<file path="config.mk">
export PLATFORM = sky130hd
export DESIGN_NAME = dmac_read_operation
export DESIGN_NICKNAME = d
export VERILOG_FILES = /design/src/rtl/dmac_read_operation.sv
export SDC_FILE = /design/constraint.sdc
export NUM_CORES = 1
export LEC_CHECK = 0
export BUFFER_PORTS_ARGS = -buffer_cell sky130_fd_sc_hd__buf_2
export CORE_ASPECT_RATIO = 0.7
export CORE_MARGIN = 3
export CORE_UTILIZATION = 37
export DETAILED_ROUTE_END_ITERATION = 16
export GPL_ROUTABILITY_DRIVEN = 0
export PLACE_DENSITY = 0.86
export SKIP_CTS_REPAIR_TIMING = 1
export SLEW_MARGIN = 40
export SYNTH_ARGS = -nofsm -noshare
export SYNTH_HDL_FRONTEND = slang
export SYNTH_SLANG_ARGS = --single-unit
</file>
<file path="constraint.sdc">
create_clock -name clk -period 1.1 [get_ports clk]
set_input_delay 0.165 -clock clk [delete_from_list [all_inputs] [get_ports clk]]
set_output_delay 0.165 -clock clk [all_outputs]
set_load 0.01 [all_outputs]
</file>
<file path="src/rtl/dmac_read_operation.sv">
// Slave-side read path of the DMAC register block.
// Decodes a 3-bit register address on an accepted read and returns the selected
// register through a registered rdata/rvalid handshake with one cycle of latency.
// Also owns the sticky interrupt status bit, which is cleared when it is read.
//
// state   | meaning
// --------+-----------------------------------------------------------------
// S_IDLE  | no read data pending, rvalid=0, a new request is always accepted
// S_VALID | rdata holds read data, rvalid=1, a new request needs rready
module dmac_read_operation #(
  parameter int DATA_WIDTH = 32,
  parameter int CNT_WIDTH  = 4
) (
  input  logic                  clk,
  input  logic                  reset_n,
  input  logic                  re,
  input  logic [2:0]            Addr,
  output logic                  ready,
  output logic [DATA_WIDTH-1:0] rdata,
  output logic                  rvalid,
  input  logic                  rready,
  input  logic                  int_set,
  input  logic                  int_en,
  input  logic [DATA_WIDTH-1:0] src_reg,
  input  logic [DATA_WIDTH-1:0] dst_reg,
  input  logic [DATA_WIDTH-1:0] size_reg,
  input  logic [CNT_WIDTH-1:0]  desc_cnt,
  input  logic [DATA_WIDTH-1:0] opmode_reg,
  output logic                  interrupt
);

  typedef enum logic {
    S_IDLE  = 1'b0,
    S_VALID = 1'b1
  } state_t;

  state_t                state;
  logic                  int_sticky;
  logic                  accept;
  logic [DATA_WIDTH-1:0] rd_mux;

  // A new read may be taken when nothing is pending or the pending one leaves now
  assign ready  = (state == S_IDLE) ? 1'b1 : rready;
  assign accept = re && ready;

  assign interrupt = int_sticky & int_en;

  // Register select; address 0 is the write-only START register and reads as zero
  always_comb begin
    rd_mux = '0;
    case (Addr)
      3'd0: rd_mux = '0;
      3'd1: rd_mux = {{(DATA_WIDTH-1){1'b0}}, int_sticky};
      3'd2: rd_mux = {{(DATA_WIDTH-1){1'b0}}, int_en};
      3'd3: rd_mux = src_reg;
      3'd4: rd_mux = dst_reg;
      3'd5: rd_mux = size_reg;
      3'd6: rd_mux = {{(DATA_WIDTH-CNT_WIDTH){1'b0}}, desc_cnt};
      3'd7: rd_mux = opmode_reg;
      default: rd_mux = '0;
    endcase
  end

  // Read handshake FSM; rdata only changes on an accepted request
  always_ff @(posedge clk or negedge reset_n) begin
    if (!reset_n) begin
      state  <= S_IDLE;
      rvalid <= 1'b0;
      rdata  <= '0;
    end else begin
      case (state)
        S_IDLE: begin
          if (re) begin
            rdata  <= rd_mux;
            rvalid <= 1'b1;
            state  <= S_VALID;
          end
        end
        S_VALID: begin
          if (rready) begin
            if (re) begin
              rdata <= rd_mux;
            end else begin
              rvalid <= 1'b0;
              state  <= S_IDLE;
            end
          end
        end
        default: begin
          rvalid <= 1'b0;
          state  <= S_IDLE;
        end
      endcase
    end
  end

  // Sticky interrupt: a new done pulse wins over a simultaneous read-to-clear
  always_ff @(posedge clk or negedge reset_n) begin
    if (!reset_n) begin
      int_sticky <= 1'b0;
    end else if (int_set) begin
      int_sticky <= 1'b1;
    end else if (accept && (Addr == 3'd1)) begin
      int_sticky <= 1'b0;
    end
  end

endmodule

</file>
==> metrics.txt, run 1 <==
maximum number of pins on one net before global-route repair 29; commonest register cell after synthesis sky130_fd_sc_hd__dfrtp_1; total global routing overflow 0; Finish-stage setup viols 35; kind of end point of the critical path flop; endpoint of the lowest-slack register-to-register path int_sticky; arrival time reported for the critical path endpoint about 1.5 ns; final routed wire length divided by cell count 15.7 microns; cell at the root of the clock tree sky130_fd_sc_hd__clkbuf_8; final design area excluding fillers 3730 sq um; wirelength, routed between 7 and 8 mm; die span in x 102 microns; setup repair after global routing missed its margin true; DRT antenna net count 0; clock tree from TritonCTS done; kind of start point of the critical path flop; FFs w/ async S/R, synth 1.00; unique cell type count in the Yosys netlist 33; clock latency reported for the late side of the worst-skew pair between 0.2 and 0.3 ns; port bufs 175; Peak Freq about 760 MHz; fraction of the mapped netlist area in compound gates 0.251; clock sink count 35; Mapped Nets 384; synthesis warning total 0; number of enable-type register cells in the synthesized netlist 0; # nets final 571; combined area of the multi-input logic cells 1380 sq um; CTS H-tree lvls 2; total iterations of the first detailed-routing run 4; sequential share of the synthesized area 0.365; class of the most critical hold timing path in2reg; storage element area 876 sq um; power density of the placed cells ~1100 nW/um^2; Setup WS post-layout -0.217 ns; share of synthesized area spent on multiplexers 0.217; data required time of the critical path 1.27 ns; leakage component of the power 2.06 nW; overall routing resource usage 0.203; hold violation count in the final report 0; per-instance average area after synthesis around 10 sq um; placed wire-length estimate after detailed placement 6.48 mm; Clock Path Buffers 2; max-capacitance violation count 0; run status complete, but fails checks; Final Total Pwr between 4 and 5 mW; vias after detailed routing 2626; simple-gate share of the synthesized area 0.0979; pin slew with the least headroom to its limit 0.311 ns; Iteration-0 DRC Markers 67; count of unresolved DRC violations after routing 0; total standard cell area after synthesis 2400 sq um; share of layout cells above drive strength 1 0.541; fillers 557; violations in the final reports negative setup slack; total I/O pin count 176; Worst IR Drop VDD around 0.00073 V; Fin Clk Skew 0.00677 ns; area of the core region 5990 sq um; die area 7510 sq um; clock-pin slew of the registers on the worst-case setup and hold paths approximately 0.07 ns; number of antenna diodes 0; Hold Path Depth 2; cell count after synthesis 243; initial antenna violation count 0; num rows 23; final cycle utilization of the critical path 1.20; post-synthesis to final-layout area growth 55.2%; global-route wire length before repair 11.9 mm; Placed Instance Area 3450 sq um; initial core utilization 0.401; dominant combinational cell family by area after synthesis compound AO/OA/AOI/OAI gates; sink of the worst hold path int_sticky; Worst Setup Path Type reg2reg; die boundary height 73.4 microns; xor and xnor fraction of the mapped netlist area 0; largest fanout on the critical path 4; flop2flop setup slack -0.22 ns; worst r2r src state; Num CTS Buffers 5; Synth Register Bits 35; worst-case headroom to the max-slew limit 0.793; routed via count divided by cell count 5.19; number of cells on the worst reg-to-reg path 4; minimum period implied by the final worst setup slack 1.32 ns; vias in the first global route roughly 2500; Hold Startpoint int_set; Post-Synth Adder-Cell Area 0; setup slack after placement -0.349 ns; count of final max-slew check failures 0
cell usage in the layout (no fill, tap or decap), drive strengths merged:
| master | count |
|---|---|
| buf | 203 |
| mux2i | 37 |
| dfrtp | 35 |
| a22o | 32 |
| o21ai | 20 |
| nand2 | 18 |
| o22ai | 16 |
| a21oi | 13 |
| and3 | 12 |
| mux2 | 12 |
| clkbuf | 6 |
| nand2b | 3 |
| nand3 | 3 |
| a22oi | 3 |
| bufinv | 2 |
| nor3 | 2 |
| nor2 | 2 |
| nor2b | 2 |
| inv | 2 |
| and2 | 1 |
| nand3b | 1 |
| a221oi | 1 |
| o31ai | 1 |
| or4 | 1 |
| a21o | 1 |
| clkinvlp | 1 |
| dlygate4sd3 | 1 |
per-stage QoR:
stage                util  TNS (ns)  hold WS (ns)  std cells
detailed placement  0.577    -10.10         0.152        491
global route        0.623     -5.73        0.0703        506
CTS                 0.599     -6.18        -0.156        499
finish              0.623     -3.97        0.0730        506
floorplan               -     -2.80        -0.131        243
global placement    0.577     -8.18         0.153        491
sequential cells by signal, indices dropped and copies added (netlist names):
signal and cells:
int_sticky 1, state 1, rdata 32, rvalid 1
report_power, final:
part,internal (mW),switching [mW],leakage (nW)
combinational,0.698,0.592,1.54
sequential,1.44,0.0857,0.453
clock,0.904,0.476,0.0644
worst max path at each step:
stage	from	endpoint	slack, ns	cells past startpoint
floorplan	state	int_sticky	-0.18	4
global placement	Addr[2]	rdata[8]	-0.29	6
detailed placement	Addr[2]	rdata[25]	-0.35	6
CTS	state	rdata[29]	-0.36	4
global route	state	int_sticky	-0.26	4
finish	state	int_sticky	-0.22	4
cell usage after synthesis (4+ instances only):
cell type | number | area (sq um)
sky130_fd_sc_hd__clkbuf_1 | 5 | 18.8
sky130_fd_sc_hd__o22ai_1 | 16 | 100
sky130_fd_sc_hd__mux2_2 | 8 | 90.1
sky130_fd_sc_hd__a21oi_1 | 13 | 65.1
sky130_fd_sc_hd__buf_2 | 10 | 50.1
sky130_fd_sc_hd__mux2i_1 | 37 | 370
sky130_fd_sc_hd__mux2_4 | 4 | 60.1
sky130_fd_sc_hd__o21ai_1 | 9 | 45.0
sky130_fd_sc_hd__and3_1 | 12 | 75.1
sky130_fd_sc_hd__buf_4 | 5 | 37.5
sky130_fd_sc_hd__o21ai_0 | 11 | 55.1
sky130_fd_sc_hd__dfrtp_1 | 35 | 876
sky130_fd_sc_hd__nand2_1 | 18 | 67.6
sky130_fd_sc_hd__a22o_1 | 32 | 280
layer usage:
layer / global-route usage / up-vias / part of all wire / wire length [microns]
met4: 0.0335 / 0 / 0.0062 / 49
met1: 0.259 / 1206 / 0.42 / 3350
met5: 0 / - / 0 / 0
met2: 0.353 / 114 / 0.49 / 3890
li1: - / 1302 / - / -
met3: 0.0541 / 4 / 0.082 / 653
cell families (layout without fill, tap and decap cells):
group	after synthesis	after routing
and+or+nand+nor	45	45
muxes	49	49
AOI/OAI and AO/OA	87	87
DFF	35	35
buffers and inverters	27	215
cell type report:
| class | count | share of cell area |
|---|---|---|
| clock buffers | 5 | 0.0185 |
| clock inverters | 3 | 0.0181 |
| inverters | 2 | 0.00201 |
| multi-input cells | 181 | 0.371 |
| flip-flops and latches | 35 | 0.235 |
| well taps | 75 | 0.0252 |
| repair buffers | 205 | 0.330 |
critical path, cell delays in order, from the launching register on:
cell	delay, ns
sky130_fd_sc_hd__dfrtp_1	0.39
sky130_fd_sc_hd__nand2b_1	0.14
sky130_fd_sc_hd__nand2_2	0.10
sky130_fd_sc_hd__or4_4	0.41
sky130_fd_sc_hd__a21o_1	0.17
Note: power is estimated with default switching activity, not from simulation.
==> inputs of run 2 (changes only) <==
==> constraint.sdc (replaced) <==
create_clock -name clk -period 1.1 [get_ports clk]
set_input_delay 0.165 -clock clk [delete_from_list [all_inputs] [get_ports clk]]
set_output_delay 0.165 -clock clk [all_outputs]
set_load 0.1 [all_outputs]
==> run 2 against run 1 <==
Clock-buffer cell count is 1 higher. Largest cell class is now buffers. Wire length grew 9.6%. Power up 37%. Via count grew 3.8%. Clock skew down 0.0048 ns. Cell area rose by 14%. Critical path type unchanged. Register-to-register slack about the same. Critical path depth did not move. The flow still finishes with violations (negative setup slack). Largest power group is now combinational cells. Core utilization up 8.6 points.
==> metrics.txt, run 2 (synthesized netlist as in run 1, its figures left out) <==
run status complete, but fails checks (unchanged); violations in the final reports negative setup slack (unchanged); count of unresolved DRC violations after routing 0 (unchanged); Num CTS Buffers 5 (unchanged); total global routing overflow 0 (unchanged); CTS H-tree lvls 2 (unchanged); total iterations of the first detailed-routing run 4 (unchanged); core occupancy in the finished layout 0.709 (was 0.623); commonest non-fill, non-tap cell in the layout sky130_fd_sc_hd__buf_2 (unchanged); Worst IR Drop VDD 0.000836 V (was 0.000726 V); # nets final 569 (was 571); Peak Freq 758 MHz (was 760 MHz); die area 7510 sq um (unchanged); routing usage on met1 0.276 (was 0.259); power density of the placed cells 1350 nW/um^2 (was 1130 nW/um^2); port bufs 175 (unchanged); chain of cells forming the critical path nand2b_4 > nand2_8 > or4_4 > a21o_1 (was nand2b_1 > nand2_2 > or4_4 > a21o_1); non-filler cells, final 504 (was 506); Worst Hold Slack 0.0596 ns (was 0.0730 ns); vias in the first global route 2765 (was 2534); flop2flop setup slack -0.22 ns (about the same); area of the core region 5990 sq um (unchanged); placed wire-length estimate after detailed placement 7.05 mm (was 6.48 mm); maximum number of pins on one net before global-route repair 25 (was 29); endpoint of the lowest-slack register-to-register path int_sticky (unchanged); kind of start point of the critical path flop (unchanged); overall routing resource usage 0.226 (was 0.203); clock tree from TritonCTS done (unchanged); kind of end point of the critical path flop (unchanged); Clock Path Buffers 2 (unchanged); die span in x 102 microns (unchanged); class of the most critical hold timing path in2reg (unchanged); global-route track usage on met3 0.0636 (was 0.0541); data required time of the critical path 1.27 ns (about the same); num rows 23 (unchanged); Iteration-0 DRC Markers 111 (was 67); largest fanout on the critical path 4 (unchanged); share of layout cells above drive strength 1 0.545 (was 0.541); final routed wire length divided by cell count 17.3 microns (was 15.7 microns); longest individual stage delay on the worst path 0.44 ns (was 0.41 ns); most frequent cells in the layout 140 x sky130_fd_sc_hd__buf_2, 44 x sky130_fd_sc_hd__buf_12, 37 x sky130_fd_sc_hd__mux2i_1 (was 173 x sky130_fd_sc_hd__buf_2, 37 x sky130_fd_sc_hd__mux2i_1, 35 x sky130_fd_sc_hd__dfrtp_1); Finish-stage setup viols 35 (unchanged); WP buf/inv 0 (unchanged); met2 layer usage reported by global route 0.401 (was 0.353); max-capacitance violation count 0 (unchanged); routed via count divided by cell count 5.41 (was 5.19); global-route wire length before repair 13.3 mm (was 11.9 mm); leakage component of the power 2.19 nW (was 2.06 nW); worst-case headroom to the max-slew limit 0.761 (was 0.793); Fin Clk Skew 0.00195 ns (was 0.00677 ns); slowest library cell on the worst path sky130_fd_sc_hd__or4_4 (unchanged); clock latency reported for the late side of the worst-skew pair 0.28 ns (about the same); DRT antenna net count 0 (unchanged); clock sink count 35 (unchanged); total I/O pin count 176 (unchanged); minimum period implied by the final worst setup slack 1.32 ns (about the same); Placed Instance Area 3990 sq um (was 3450 sq um); family with the most delay on the worst path simple AND/OR/NAND/NOR gates (unchanged); arrival time reported for the critical path endpoint 1.49 ns (was 1.48 ns); number of flip-flops in the largest register 32 (unchanged); wirelength, routed 8.71 mm (was 7.95 mm); final design area excluding fillers 4240 sq um (was 3730 sq um); vias after detailed routing 2727 (was 2626); sink of the worst hold path int_sticky (unchanged); post-synthesis to final-layout area growth 76.6% (was 55.2%); count of final max-slew check failures 0 (unchanged); Worst Setup Path Type reg2reg (unchanged); pin slew with the least headroom to its limit 0.358 ns (was 0.311 ns); layer with the highest usage after global routing met2 (unchanged); initial core utilization 0.401 (unchanged); hold violation count in the final report 0 (unchanged); count of placed standard cells including taps 489 (was 491); Setup WS post-layout -0.220 ns (was -0.217 ns); most flop-heavy register rdata (unchanged); number of cells on the worst reg-to-reg path 4 (unchanged); clock-pin slew of the registers on the worst-case setup and hold paths 0.07 ns (about the same); Hold Path Depth 2 (unchanged); Hold Startpoint int_set (unchanged); worst r2r src state (unchanged); number of antenna diodes 0 (unchanged); fillers 449 (was 557); setup repair after global routing missed its margin true (unchanged); cell at the root of the clock tree sky130_fd_sc_hd__clkbuf_8 (unchanged); initial antenna violation count 0 (unchanged); die boundary height 73.4 microns (unchanged); final cycle utilization of the critical path 1.20 (about the same)
run 2: cell types whose count changed in the layout (fill, tap and decap cells not counted), sizes merged:
cell / change
clkinv: +1
clkinvlp: -1
buf: -2
bufinv: -1
clkbuf: +1
run 2: metal layers:
layer	wire, microns	part of all wire
met5	0	0
met4	125	0.014
met3	584	0.067
met2	4480	0.51
met1	3530	0.40
run 2: worst max path at each step:
stage	to	start	cells past startpoint
after global placement	int_sticky	Addr[2]	4
after detailed placement	rdata[29]	Addr[2]	5
after CTS	rdata[29]	state	4
final	int_sticky	state	4
after floorplan	int_sticky	state	4
after global routing	int_sticky	state	4
run 2: final cells by class:
cell class / instances / area, sq um / area share
sequential: 35 / 877 / 0.207
inverter: 2 / 7.51 / 0.00177
clock buffer: 6 / 82.6 / 0.0195
tap: 75 / 93.8 / 0.0221
timing repair buffer: 203 / 1750 / 0.412
clock inverter: 2 / 35.0 / 0.00826
multi-input combinational: 181 / 1400 / 0.330
run 2: through the flow:
step / power, mW / setup slack [ns] / TNS [ns]
6_report: 5.73 / -0.220 / -2.78
5_1_grt: 5.96 / -0.245 / -4.25
4_1_cts: 5.70 / -0.334 / -5.53
3_5_place_dp: 4.48 / -0.321 / -8.53
3_3_place_gp: 4.43 / -0.221 / -6.24
2_1_floorplan: 3.25 / -0.343 / -8.00
run 2: power breakdown:
part           switching, mW  total [mW]  internal [mW]
Clock                  0.466        1.20          0.733
Sequential             0.181        1.62           1.44
Combinational           1.72        2.91           1.19
